--- src/rtl/execute_ctrl_pkg.sv ---
// execute_ctrl_pkg: shared state encoding and sizing helper for the execute-stage sequencer.
// Contents:
//   CTL_STATE_WIDTH, CTL_RUN, CTL_MEM_WAIT, CTL_FLUSH - FSM encoding seen on ctl_o_state
//   ctl_state_e                                       - typed FSM state
//   cnt_width()                                       - bits needed to count 0..n-1 (min 1)
package execute_ctrl_pkg;

    localparam int unsigned CTL_STATE_WIDTH = 2;

    localparam logic [CTL_STATE_WIDTH-1:0] CTL_RUN      = 2'd0;
    localparam logic [CTL_STATE_WIDTH-1:0] CTL_MEM_WAIT = 2'd1;
    localparam logic [CTL_STATE_WIDTH-1:0] CTL_FLUSH    = 2'd2;

    // Encoding 3 is left unnamed on purpose; the FSM treats it as illegal.
    typedef enum logic [CTL_STATE_WIDTH-1:0] {
        StRun     = CTL_RUN,
        StMemWait = CTL_MEM_WAIT,
        StFlush   = CTL_FLUSH
    } ctl_state_e;

    function automatic int unsigned cnt_width(input int unsigned n);
        return (n < 2) ? 1 : $clog2(n);
    endfunction

endpackage

--- src/rtl/execute_ctrl_load_use_detect.sv ---
// execute_ctrl_load_use_detect: combinational load-use hazard compare.
// Ports:
//   load              - instruction in execute is a load
//   addr_rd           - destination register of that load
//   addr_rs1/addr_rs2 - source registers of the instruction in decode
//   use_rs1/use_rs2   - the corresponding source is really read
//   hazard            - decode needs a value the load has not produced yet
module execute_ctrl_load_use_detect #(
    parameter int unsigned AWIDTH = 5
) (
    input  logic              load,
    input  logic [AWIDTH-1:0] addr_rd,
    input  logic [AWIDTH-1:0] addr_rs1,
    input  logic [AWIDTH-1:0] addr_rs2,
    input  logic              use_rs1,
    input  logic              use_rs2,
    output logic              hazard
);

    logic rs1_match;
    logic rs2_match;

    always_comb begin
        rs1_match = use_rs1 && (addr_rs1 == addr_rd);
        rs2_match = use_rs2 && (addr_rs2 == addr_rd);
        // Register 0 is hardwired, so a load into it never creates a dependency.
        hazard    = load && (addr_rd != '0) && (rs1_match || rs2_match);
    end

endmodule

--- src/rtl/execute_ctrl.sv ---
// execute_ctrl: pipeline sequencer for the execute stage.
// Handles load-use bubbles, holds the pipe while a load/store waits for memory (with timeout),
// and runs a fixed-length flush plus PC redirect after a taken branch/jump.
// Ports:
//   ex_clk, ex_rst                  - clock, asynchronous active-low reset
//   de_i_*                          - decode-stage instruction info
//   ex_i_load, ex_i_addr_rd         - load in execute and its destination
//   ex_i_change_pc, ex_i_next_pc    - taken branch/jump and its target
//   ex_i_mem_req, mem_i_ack         - memory access start / completion
//   ctl_o_ce/stall/flush            - execute-stage controls
//   ctl_o_fetch_stall/decode_stall  - hold upstream stages
//   ctl_o_decode_flush              - invalidate decode
//   ctl_o_redirect, _redirect_pc    - one-cycle PC load pulse and held target
//   ctl_o_mem_timeout               - one-cycle pulse when memory never acked
//   ctl_o_state, ctl_o_stall_cnt    - FSM state and saturating decode-stall cycle count
module execute_ctrl
    import execute_ctrl_pkg::*;
#(
    parameter int unsigned AWIDTH       = 5,
    parameter int unsigned PC_WIDTH     = 32,
    parameter int unsigned FLUSH_CYCLES = 2,
    parameter int unsigned MEM_TIMEOUT  = 15
) (
    input  logic                       ex_clk,
    input  logic                       ex_rst,
    input  logic                       de_i_valid,
    input  logic [AWIDTH-1:0]          de_i_addr_rs1,
    input  logic [AWIDTH-1:0]          de_i_addr_rs2,
    input  logic                       de_i_use_rs1,
    input  logic                       de_i_use_rs2,
    input  logic                       ex_i_load,
    input  logic [AWIDTH-1:0]          ex_i_addr_rd,
    input  logic                       ex_i_change_pc,
    input  logic [PC_WIDTH-1:0]        ex_i_next_pc,
    input  logic                       ex_i_mem_req,
    input  logic                       mem_i_ack,
    output logic                       ctl_o_ce,
    output logic                       ctl_o_stall,
    output logic                       ctl_o_flush,
    output logic                       ctl_o_fetch_stall,
    output logic                       ctl_o_decode_stall,
    output logic                       ctl_o_decode_flush,
    output logic                       ctl_o_redirect,
    output logic [PC_WIDTH-1:0]        ctl_o_redirect_pc,
    output logic                       ctl_o_mem_timeout,
    output logic [CTL_STATE_WIDTH-1:0] ctl_o_state,
    output logic [15:0]                ctl_o_stall_cnt
);

    localparam int unsigned TW = cnt_width(MEM_TIMEOUT);
    localparam int unsigned FW = cnt_width(FLUSH_CYCLES);

    localparam logic [TW-1:0] TIMER_LAST = TW'(MEM_TIMEOUT - 1);
    localparam logic [FW-1:0] FLUSH_LAST = FW'(FLUSH_CYCLES - 1);

    ctl_state_e          state_q, state_d;
    logic [TW-1:0]       timer_q, timer_d;
    logic [FW-1:0]       flush_cnt_q, flush_cnt_d;
    logic                redirect_q, redirect_d;
    logic [PC_WIDTH-1:0] redirect_pc_q, redirect_pc_d;
    logic                timeout_q, timeout_d;
    logic [15:0]         stall_cnt_q, stall_cnt_d;

    logic hazard;
    logic ce_c;
    logic stall_c;
    logic flush_c;
    logic decode_flush_c;
    logic upstream_stall_c;

    execute_ctrl_load_use_detect #(
        .AWIDTH(AWIDTH)
    ) u_load_use_detect (
        .load    (ex_i_load),
        .addr_rd (ex_i_addr_rd),
        .addr_rs1(de_i_addr_rs1),
        .addr_rs2(de_i_addr_rs2),
        .use_rs1 (de_i_use_rs1),
        .use_rs2 (de_i_use_rs2),
        .hazard  (hazard)
    );

    always_comb begin
        state_d          = state_q;
        timer_d          = timer_q;
        flush_cnt_d      = flush_cnt_q;
        redirect_d       = 1'b0;
        redirect_pc_d    = redirect_pc_q;
        timeout_d        = 1'b0;
        ce_c             = 1'b0;
        stall_c          = 1'b0;
        flush_c          = 1'b0;
        decode_flush_c   = 1'b0;
        upstream_stall_c = 1'b0;

        case (state_q)
            StRun: begin
                ce_c             = de_i_valid && !hazard && !ex_i_change_pc && !ex_i_mem_req;
                flush_c          = ex_i_change_pc;
                decode_flush_c   = ex_i_change_pc;
                upstream_stall_c = (hazard || ex_i_mem_req) && !ex_i_change_pc;
                // A hazard needs no state: execute drops its opcode while ce=0, so it clears.
                if (ex_i_change_pc) begin
                    state_d       = StFlush;
                    flush_cnt_d   = FLUSH_LAST;
                    redirect_d    = 1'b1;
                    redirect_pc_d = ex_i_next_pc;
                end else if (ex_i_mem_req) begin
                    state_d = StMemWait;
                    timer_d = '0;
                end
            end
            StMemWait: begin
                stall_c          = 1'b1;
                upstream_stall_c = 1'b1;
                // Ack wins over a coinciding timeout, so no pulse in that case.
                if (mem_i_ack) begin
                    state_d = StRun;
                end else if (timer_q == TIMER_LAST) begin
                    state_d   = StRun;
                    timeout_d = 1'b1;
                end else begin
                    timer_d = timer_q + TW'(1);
                end
            end
            StFlush: begin
                flush_c        = 1'b1;
                decode_flush_c = 1'b1;
                if (flush_cnt_q == '0) begin
                    state_d = StRun;
                end else begin
                    flush_cnt_d = flush_cnt_q - FW'(1);
                end
            end
            default: begin
                state_d = StRun;
            end
        endcase
    end

    always_comb begin
        stall_cnt_d = stall_cnt_q;
        if (upstream_stall_c && (stall_cnt_q != 16'hFFFF)) begin
            stall_cnt_d = stall_cnt_q + 16'd1;
        end
    end

    always_ff @(posedge ex_clk or negedge ex_rst) begin
        if (!ex_rst) begin
            state_q       <= StRun;
            timer_q       <= '0;
            flush_cnt_q   <= '0;
            redirect_q    <= 1'b0;
            redirect_pc_q <= '0;
            timeout_q     <= 1'b0;
            stall_cnt_q   <= '0;
        end else begin
            state_q       <= state_d;
            timer_q       <= timer_d;
            flush_cnt_q   <= flush_cnt_d;
            redirect_q    <= redirect_d;
            redirect_pc_q <= redirect_pc_d;
            timeout_q     <= timeout_d;
            stall_cnt_q   <= stall_cnt_d;
        end
    end

    // Combinational outputs are forced low while reset is held, whatever the inputs do.
    always_comb begin
        ctl_o_ce           = ex_rst && ce_c;
        ctl_o_stall        = ex_rst && stall_c;
        ctl_o_flush        = ex_rst && flush_c;
        ctl_o_decode_flush = ex_rst && decode_flush_c;
        ctl_o_fetch_stall  = ex_rst && upstream_stall_c;
        ctl_o_decode_stall = ex_rst && upstream_stall_c;
        ctl_o_redirect     = redirect_q;
        ctl_o_redirect_pc  = redirect_pc_q;
        ctl_o_mem_timeout  = timeout_q;
        ctl_o_state        = state_q;
        ctl_o_stall_cnt    = stall_cnt_q;
    end

endmodule

--- config.mk ---
export PLATFORM = sky130hd
export DESIGN_NAME = execute_ctrl
export DESIGN_NICKNAME = d
export VERILOG_FILES = /design/src/rtl/execute_ctrl_pkg.sv /design/src/rtl/execute_ctrl_load_use_detect.sv /design/src/rtl/execute_ctrl.sv
export SDC_FILE = /design/constraint.sdc
export NUM_CORES = 1
export LEC_CHECK = 0
export CORE_UTILIZATION = 45
export CTS_CLUSTER_DIAMETER = 80
export CTS_CLUSTER_SIZE = 8
export DETAILED_ROUTE_END_ITERATION = 8
export GPL_TIMING_DRIVEN = 1
export PLACE_DENSITY_LB_ADDON = 0.08
export SETUP_SLACK_MARGIN = 0.5
export SLEW_MARGIN = 15
export SYNTH_ARGS = -nofsm -noshare
export SYNTH_HDL_FRONTEND = slang
export SYNTH_SLANG_ARGS = --single-unit
--- constraint.sdc ---
create_clock -name ex_clk -period 4.3 [get_ports ex_clk]
set_input_delay 0.86 -clock ex_clk [delete_from_list [all_inputs] [get_ports ex_clk]]
set_output_delay 0.86 -clock ex_clk [all_outputs]
set_load 0.005 [all_outputs]
==> flow_summary_export.csv, run 1 <==
group,metric,value,unit
run_status,status,"completed",
flow_run,cap_violations,0,
global_routing,grt_pass1_wl,9.384,mm
clock_network,h-tree-depth,3,
worst_setup_path,critical_path_buf_inv_count,2,
yosys,yosysTopAreaCellShare,0.5605,
worst_setup_path,r2r_end,"ctl_o_stall_cnt[12]",
global_routing,grt.total_usage,0.2055,
worst_setup_path,worst_setup_path_end_kind,"output pin",
layout,multi_input_area,1079,µm²
worst_setup_path,cp_max_fo,3,
yosys,yosysWarnings,0,
worst_setup_path,crit_top_cell,"clkdlybuf4s50_1",
yosys,synth_edf_count,0,
yosys,async_flop_share,1.000,
die,start_util,0.4650,
detailed_routing,drt_iter0_drc,70,
layout,fillers,420,
hold_path,hold_path_class,"in -> async",
worst_setup_path,critical_path.slowest_cell,"clkdlybuf4s50_1",
die,die_x,77.20,µm
layout,layout.nets,391,
layout,syn_to_final_growth,58.01,%
timing,fin_setup_tns,0,ps
clock_network,cts_inserted_buffers,9,
pwr,peakVddDrop,0.3469,mV
yosys,synth.distinct_cells,35,
detailed_routing,wl,5.900,mm
die,die-area,5960,µm²
global_routing,grt_max_degree,47,
yosys,yosysMostFrequentCell,"dfrtp_1",
worst_setup_path,crit_path_cell_trace,"clkdlybuf4s50_1, xor2_1, nor4_1, a32oi_1, o31ai_2, and2_4, clkdlybuf4s50_1",
worst_setup_path,rr_startpoint,"ctl_o_state[1]",
detailed_routing,drc,0,
yosys,avgSynthCellArea,12.41,µm²
timing,slew_headroom,0.5742,
timing,fmax,265.9,MHz
detailed_routing,via_per_inst,5.022,
detailed_routing,ant_nets,0,
placement,globalplace.congestion,0.8048,
yosys,syn-num-nets,264,
timing,timing.final.crit_period,3761,ps
timing,clock_skew,7.707,ps
global_routing,first_global_vias,2068,
clock_network,worst_skew_pair.late_latency,320,ps
worst_setup_path,r2r_setup_slack,2050,ps
die,floorplan.rows,27,
layout,antennaDiodeCount,0,
global_routing,antenna_found_initial,0,
timing,drv_slew,0,
yosys,synth_commonest_cells,"dfrtp_1, mux2_2, xnor2_1, nand2_1",
placement,io_buffers,113,
yosys,ys_seq_area_frac,0.5605,
timing,setup_viol,0,
clock_network,cts.path.max_buffers,2,
yosys,synth_area_leaders,"dfrtp_1, mux2_2, xnor2_1, xor2_1, nand3_1",
placement,hpwl,4.133,mm
layout,design_area,4021,µm²
clock_network,hold_buffers,0,
clock_network,cts_root_buffer,"clkbuf_8",
clock_network,path_clk_slew,70,ps
worst_setup_path,cpPeakStageDelay,490,ps
yosys,synth_cells,205,
timing,timing.final.crit_share,0.8745,
yosys,yosys_most_used_dff,"dfrtp_1",
timing,hold_viol,0,
layout,final_core_util,0.7348,
detailed_routing,first_pass_iters,4,
die,core,5473,µm²
timing,rsz0062_at_grt,"yes",
die,die_y,77.20,µm
placement,place_area,3744,µm²
worst_setup_path,crit_type,"in -> out",
worst_setup_path,reg2reg_depth,11,
die,ioPinCount,114,
yosys,synth_top_cell_by_area,"dfrtp_1",
layout,register_area,1426,µm²
worst_setup_path,path_delay_family,"buffers and inverters",
layout,drive_above_1_share,0.1964,
worst_setup_path,startpoint_type,"input port",
yosys,synth-seq-cells,57,
pwr,leakagePower,1.718,nW
global_routing,grt_overflow,0,
timing,tightest_slew,638.6,ps
worst_setup_path,required,3440,ps
detailed_routing,routedWlPerCell,14.46,µm
clock_network,cts_tree,"done",
pwr,power.density,568.6,nW/µm²
clock_network,clock-sinks,57,
detailed_routing,vias,2049,
yosys,syn-cell-area,2545,µm²
worst_setup_path,cp.arrival,2900,ps
[placed cells by master (no fill, tap or decap), types with 2 or more instances in the layout]
cell	Yosys	final
inv_1	5	5
nand3_1	11	11
clkbuf_8	0	11
nand4_1	8	8
o21ai_2	1	2
nor3_1	4	4
clkdlybuf4s50_1	0	106
buf_4	3	10
nor2_1	7	7
mux2_2	34	34
dfrtp_1	57	57
nand2_1	12	12
xnor2_1	15	15
dlymetal6s2s_1	0	5
a21oi_1	4	4
ha_1	3	3
xor2_1	11	11
nand2b_1	4	4
nor4_1	4	4
clkinv_2	0	2
[power breakdown]
group          switching, W  total, W  internal [W]
combinational      0.000280  0.000900      0.000619
clock              0.000206  0.000501      0.000294
sequential         0.000142  0.000886      0.000744
total              0.000628   0.00229       0.00166
[repair_timing]
action                                  4_1_cts  5_1_grt
buffers inserted                              7        1
endpoints found under the setup margin        3        3
gates resized for setup                       2        7
pin swaps                                     3        4
[worst max-delay path by stage]
stage | slack (ps) | from | depth (start not counted) | endpoint
6_report | 540 | de_i_addr_rs1[3] | 7 | ctl_o_fetch_stall
5_1_grt | 370 | de_i_addr_rs1[3] | 7 | ctl_o_fetch_stall
4_1_cts | 510 | ex_i_addr_rd[2] | 7 | ctl_o_fetch_stall
3_5_place_dp | 400 | ex_i_addr_rd[3] | 7 | ctl_o_fetch_stall
3_3_place_gp | 430 | ex_i_addr_rd[3] | 7 | ctl_o_fetch_stall
2_1_floorplan | 1430 | ex_i_addr_rd[3] | 6 | ctl_o_fetch_stall
[registers in the layout, summed over array words and instances, names as in the netlist]
name / cells
ctl_o_redirect_pc: 32
ctl_o_stall_cnt: 16
timer_q: 4
ctl_o_state: 2
ctl_o_mem_timeout: 1
ctl_o_redirect: 1
flush_cnt_q: 1
[stage by stage]
step	hold WS (ps)	setup slack, ps	total power, W	cells
after floorplan	487.8	1429	0.001240	205
after global placement	488.2	429.4	0.001748	385
after detailed placement	494.8	395.3	0.001777	385
after CTS	418.1	508.8	0.002308	407
after global routing	426.8	370.1	0.002426	408
final	420.8	539.5	0.002287	408
[final cells by class]
| cell class | count | area share |
|---|---|---|
| Timing Repair Buffer | 123 | 0.3015 |
| Clock inverter | 3 | 0.009956 |
| Inverter | 5 | 0.004667 |
| Clock buffer | 12 | 0.03858 |
| Multi-Input combinational cell | 136 | 0.2682 |
| Tap cell | 72 | 0.02240 |
| Sequential cell | 57 | 0.3547 |
[per-layer routing]
layer  global-route usage  up-vias  part of all wire
li1                     -      965                 -
met1               0.2531      983              0.44
met2               0.3274       90              0.48
met3              0.07143       11             0.067
met4              0.08491        0             0.015
met5                    0        -                 0
[logic make-up (layout without fill, tap and decap cells)]
family	Yosys count	count (layout)	synth area share
DFF	57	57	0.5605
xor gates and xnor gates	26	26	0.08948
adders and majority gates	3	3	0.01475
AOI/OAI and AO/OA	10	10	0.02458
buffers and inverters	12	143	0.02261
muxes	36	36	0.1588
and+or+nand+nor	61	61	0.1293
[worst reg2reg max path, delay by kind of cell, from the launching register on]
kind                   cells  cell delay [ps]
buffers and inverters      6              610
muxes                      1              330
AOI/OAI and AO/OA          1              310
DFF                        1              490
and+or+nand+nor            3              400
(Power assumes the default switching activity.)
==> run 2, diff against run 1 <==
CORE_MARGIN = 2   (was not set)
PLACE_DENSITY = 0.86   (was not set)
PLACE_DENSITY_LB_ADDON = not set   (was 0.08)
==> flow_summary_export.csv, run 2 (synthesis results as in run 1) <==
group,metric,value,unit
global_routing,antenna_found_initial,0,
timing,clock_skew,9.681,ps
pwr,power.internal,0.001672,W
worst_setup_path,reg2reg_depth,6,
placement,dp_slack,378.3,ps
worst_setup_path,r2r_end,"ctl_o_stall_cnt[1]",
die,die_x,79.20,µm
timing,tightest_slew,632.8,ps
clock_network,cts_inserted_buffers,9,
detailed_routing,vias,2058,
timing,drv_slew,0,
die,die-area,6273,µm²
pwr,combPwrFrac,0.387,
timing,slew_headroom,0.5782,
layout,fillers,405,
pwr,peakVddDrop,0.2811,mV
detailed_routing,routedWlPerCell,15.00,µm
layout,design_area,4014,µm²
detailed_routing,via_per_inst,5.044,
hold_path,whs_endpoint,"ctl_o_stall_cnt[6]",
clock_network,cts_tree,"done",
die,ioPinCount,114,
worst_setup_path,startpoint_type,"input port",
timing,timing.final.crit_period,3531,ps
hold_path,hold_path_class,"reg -> reg",
global_routing,grt_pass1_wl,9.522,mm
pwr,sw_frac_of_total,0.2730,
clock_network,h-tree-depth,3,
pwr,leakagePower,1.722,nW
placement,hpwl,4.371,mm
worst_setup_path,cp_max_fo,2,
layout,final_common_cell,"clkdlybuf4s50_1",
timing,fin_setup_tns,0,ps
die,core,5473,µm²
die,die_y,79.20,µm
pwr,power.density,572.8,nW/µm²
clock_network,clock-sinks,57,
placement,globalplace.congestion,0.7640,
layout,most-common-layout-cells,"clkdlybuf4s50_1, dfrtp_1, mux2_2",
detailed_routing,ant_nets,0,
layout,syn_to_final_growth,57.72,%
detailed_routing,drc,0,
worst_setup_path,crit_type,"in -> out",
worst_setup_path,cp.arrival,2670,ps
hold_path,min-delay-start,"ctl_o_stall_cnt[6]",
layout,layout.nets,390,
clock_network,worst_skew_pair.late_latency,320,ps
timing,setup_viol,0,
worst_setup_path,worst_setup_path_end_kind,"output pin",
detailed_routing,first_pass_iters,4,
timing,fin_ws,768.5,ps
timing,timing.final.crit_share,0.8213,
placement,io_buffers,113,
die,floorplan.rows,27,
clock_network,cts_root_buffer,"clkbuf_8",
global_routing,first_global_vias,2029,
layout,antennaDiodeCount,0,
layout,drive_above_1_share,0.1875,
global_routing,grt.total_usage,0.1972,
detailed_routing,drt_iter0_drc,54,
hold_path,hold_depth,1,
clock_network,cts.path.max_buffers,2,
worst_setup_path,required,3440,ps
run_status,status,"completed",
global_routing,grt_max_degree,34,
timing,fmax,283.2,MHz
timing,hold_viol,0,
layout,largest_reg_flops,32,
clock_network,path_clk_slew,60,ps
pwr,seq_power_share,0.389,
detailed_routing,wl,6.120,mm
pwr,p_clk_frac,0.224,
worst_setup_path,rr_startpoint,"ctl_o_stall_cnt[0]",
clock_network,hold_buffers,0,
pwr,power.net_switching,0.0006277,W
global_routing,grt_overflow,0,
timing,rsz0062_at_grt,"no",
placement,place_area,3744,µm²
worst_setup_path,r2r_setup_slack,2110,ps
flow_run,cap_violations,0,
die,start_util,0.4650,
## run 2: power groups by stage
| stage | sequential, W | combinational, W | clock [W] |
|---|---|---|---|
| 2_1_floorplan | 0.000893 | 0.000347 | 0 |
| 3_3_place_gp | 0.000889 | 0.000861 | 0 |
| 3_5_place_dp | 0.000904 | 0.000878 | 0 |
| 4_1_cts | 0.000895 | 0.000901 | 0.000527 |
| 5_1_grt | 0.000923 | 0.000962 | 0.000553 |
| 6_report | 0.000894 | 0.000890 | 0.000515 |
## run 2: critical path, stage by stage
cell and delay, ps:
clkdlybuf4s50_1 450, xor2_1 160, nor4_1 290, a32oi_1 130
buf_4 160, o31ai_1 280, and2_1 210, dlymetal6s2s_1 140
## run 2: through the flow
step | cells | util | hold slack, ps | total power (W)
final | 408 | 0.7334 | 493.2 | 0.002299
after global routing | 408 | 0.7334 | 516.0 | 0.002438
after CTS | 407 | 0.7295 | 498.9 | 0.002323
after detailed placement | 385 | 0.6840 | 489.9 | 0.001782
after global placement | 385 | 0.6840 | 482.4 | 0.001750
after floorplan | 205 | - | 487.8 | 0.001240
## run 2: worst max-delay path by stage
stage,startpoint,endpoint,cells past startpoint
global route,de_i_addr_rs1[2],ctl_o_fetch_stall,8
CTS,ex_i_addr_rd[4],ctl_o_decode_stall,7
floorplan,ex_i_addr_rd[3],ctl_o_fetch_stall,6
finish,de_i_addr_rs2[0],ctl_o_decode_stall,8
global placement,ex_i_addr_rd[3],ctl_o_fetch_stall,7
detailed placement,ex_i_addr_rd[3],ctl_o_decode_stall,7
## run 2: cell type report
type / count / area [µm²] / share of cell area
Sequential cell: 57 / 1426 / 0.3554
Timing Repair Buffer: 122 / 1200 / 0.2989
Multi-Input combinational cell: 136 / 1071 / 0.2668
Clock buffer: 14 / 172.7 / 0.04302
Tap cell: 72 / 90.09 / 0.02244
Clock inverter: 2 / 35.03 / 0.008728
Inverter: 5 / 18.77 / 0.004676
## run 2: timing repair
action,4_1_cts,5_1_grt
gates resized for setup,3,5
setup endpoints to repair,3,3
setup buffers,6,1
pin swaps,4,3
## run 2: per-layer routing
metal  routed length (µm)  track usage
met1                 2565       0.2414
met3                  510      0.06250
met5                    0            0
met2                 2986       0.3297
met4                   58      0.06724
==> run 3, diff against run 2 <==
CORE_UTILIZATION = 42   (was 45)
PLACE_DENSITY = 0.81   (was 0.86)
clock period = 3.3 ns   (was 4.3 ns; I/O delays follow)
==> flow_summary_export.csv, run 3 (synthesis results as in run 1) <==
group,metric,value,unit
layout,final_core_util,0.7130,
detailed_routing,routedWlPerCell,15.23,µm
pwr,peakVddDrop,0.4341,mV
placement,globalplace.congestion,0.7626,
layout,design_area,4197,µm²
timing,fin_setup_tns,0,ps
clock_network,h-tree-depth,3,
clock_network,worst_skew_pair.late_latency,340,ps
die,die-area,6698,µm²
die,start_util,0.4324,
timing,fin_ws,515.5,ps
pwr,combPwrFrac,0.382,
placement,place_area,3800,µm²
layout,drive_above_1_share,0.2994,
pwr,power.density,744.4,nW/µm²
worst_setup_path,cp.arrival,2120,ps
pwr,power.internal,0.002263,W
detailed_routing,via_per_inst,4.986,
die,die_y,81.84,µm
detailed_routing,ant_nets,0,
timing,rsz0062_at_grt,"yes",
global_routing,grt_overflow,0,
clock_network,cts_inserted_buffers,9,
timing,timing.final.crit_period,2785,ps
timing,drv_slew,0,
clock_network,path_clk_slew,70,ps
placement,hpwl,4.435,mm
detailed_routing,first_pass_iters,5,
timing,fmax,359.1,MHz
global_routing,grt_max_degree,34,
detailed_routing,wl,6.380,mm
run_status,status,"completed",
layout,syn_to_final_growth,64.90,%
layout,final_common_cell,"clkdlybuf4s50_1",
global_routing,antenna_found_initial,0,
timing,tightest_slew,462.3,ps
layout,largest_reg_flops,32,
worst_setup_path,startpoint_type,"input port",
timing,slew_headroom,0.6889,
global_routing,first_global_vias,2097,
worst_setup_path,required,2640,ps
timing,hold_viol,0,
global_routing,grt_pass1_wl,9.535,mm
detailed_routing,drt_iter0_drc,62,
pwr,seq_power_share,0.374,
placement,dp_slack,-214.6,ps
timing,clock_skew,13.45,ps
layout,most-common-layout-cells,"clkdlybuf4s50_1, dfrtp_1, mux2_2",
die,core,5886,µm²
detailed_routing,drc,0,
pwr,finalPower,0.003124,W
clock_network,clock-sinks,57,
layout,antennaDiodeCount,0,
timing,timing.final.crit_share,0.8438,
pwr,p_clk_frac,0.244,
pwr,sw_frac_of_total,0.2756,
die,ioPinCount,114,
worst_setup_path,crit_type,"in -> out",
pwr,leakagePower,1.790,nW
die,die_x,81.84,µm
hold_path,hold_path_class,"in -> async",
flow_run,cap_violations,0,
clock_network,cts_tree,"done",
clock_network,cts.path.max_buffers,2,
placement,io_buffers,113,
worst_setup_path,cp_max_fo,2,
global_routing,grt.total_usage,0.1904,
layout,layout.nets,398,
detailed_routing,vias,2089,
worst_setup_path,worst_setup_path_end_kind,"output pin",
timing,setup_viol,0,
die,floorplan.rows,28,
clock_network,cts_root_buffer,"clkbuf_8",
pwr,power.net_switching,0.0008609,W
==> run 3: cell types whose count changed in the layout (fill, tap and decap cells not counted), sizes merged <==
cell           delta
clkbuf            +5
dlygate4sd2       -3
buf              +16
clkdlybuf4s15     +2
clkinv            +1
clkdlybuf4s50    -13
bufinv            +1
dlymetal6s2s      -1
==> run 3: what timing repair did <==
action	in CTS	in global routing
resized for setup	39	55
pin swaps	7	16
setup endpoints to repair	3	5
setup buffers	7	1
hold buffers	0	0
==> run 3: path summary, 6_finish.rpt <==
kind,cells after the start,startpoint,slack (ps),to
setup / recovery,8,de_i_addr_rs2[3],520,ctl_o_decode_stall
hold / removal,1,ex_rst,250,ctl_o_mem_timeout
setup reg to reg,6,ctl_o_state[1],1260,ctl_o_stall_cnt[1]
hold reg to reg,1,ctl_o_redirect_pc[7],510,ctl_o_redirect_pc[7]
max in group asynchronous,2,ex_rst,2380,ctl_o_state[1]
min in group ex_clk,1,ctl_o_redirect_pc[7],510,ctl_o_redirect_pc[7]
==> run 3: per-stage QoR <==
stage / cells / hold WS, ps
5_1_grt: 419 / 280.7
2_1_floorplan: 205 / 364.4
6_report: 419 / 254.0
3_5_place_dp: 395 / 495.7
4_1_cts: 418 / 248.7
3_3_place_gp: 395 / 487.9
==> run 3: power groups by stage <==
stage | registers, W | logic [W] | clock network (W)
floorplan | 0.00116 | 0.000452 | 0
CTS | 0.00117 | 0.00118 | 0.000777
finish | 0.00117 | 0.00119 | 0.000763
global route | 0.00120 | 0.00130 | 0.000818
global placement | 0.00116 | 0.00114 | 0
detailed placement | 0.00118 | 0.00116 | 0
==> run 3: final cells by class <==
cell class              count  area, µm²
flip-flops and latches     57       1426
repair buffers            130       1236
clock buffers              12      165.2
fillers                   422       1689
well taps                  75      93.84
multi-input cells         136       1182
clock inverters             4      73.82
inverters                   5      18.77
==> run 3: layer usage <==
layer	vias up	share of wire	track usage
met4	0	0.023	0.09333
met5	-	0	0
met3	14	0.085	0.06044
met2	97	0.49	0.3276
li1	982	-	-
met1	996	0.40	0.2121
==> run 3: critical path, cell delays in order <==
cell and delay [ps]:
clkdlybuf4s15_1 170, xor2_1 160, nor4_2 350, a32oi_4 110, o31ai_4 300, and2_4 200
buf_6 90, buf_6 80
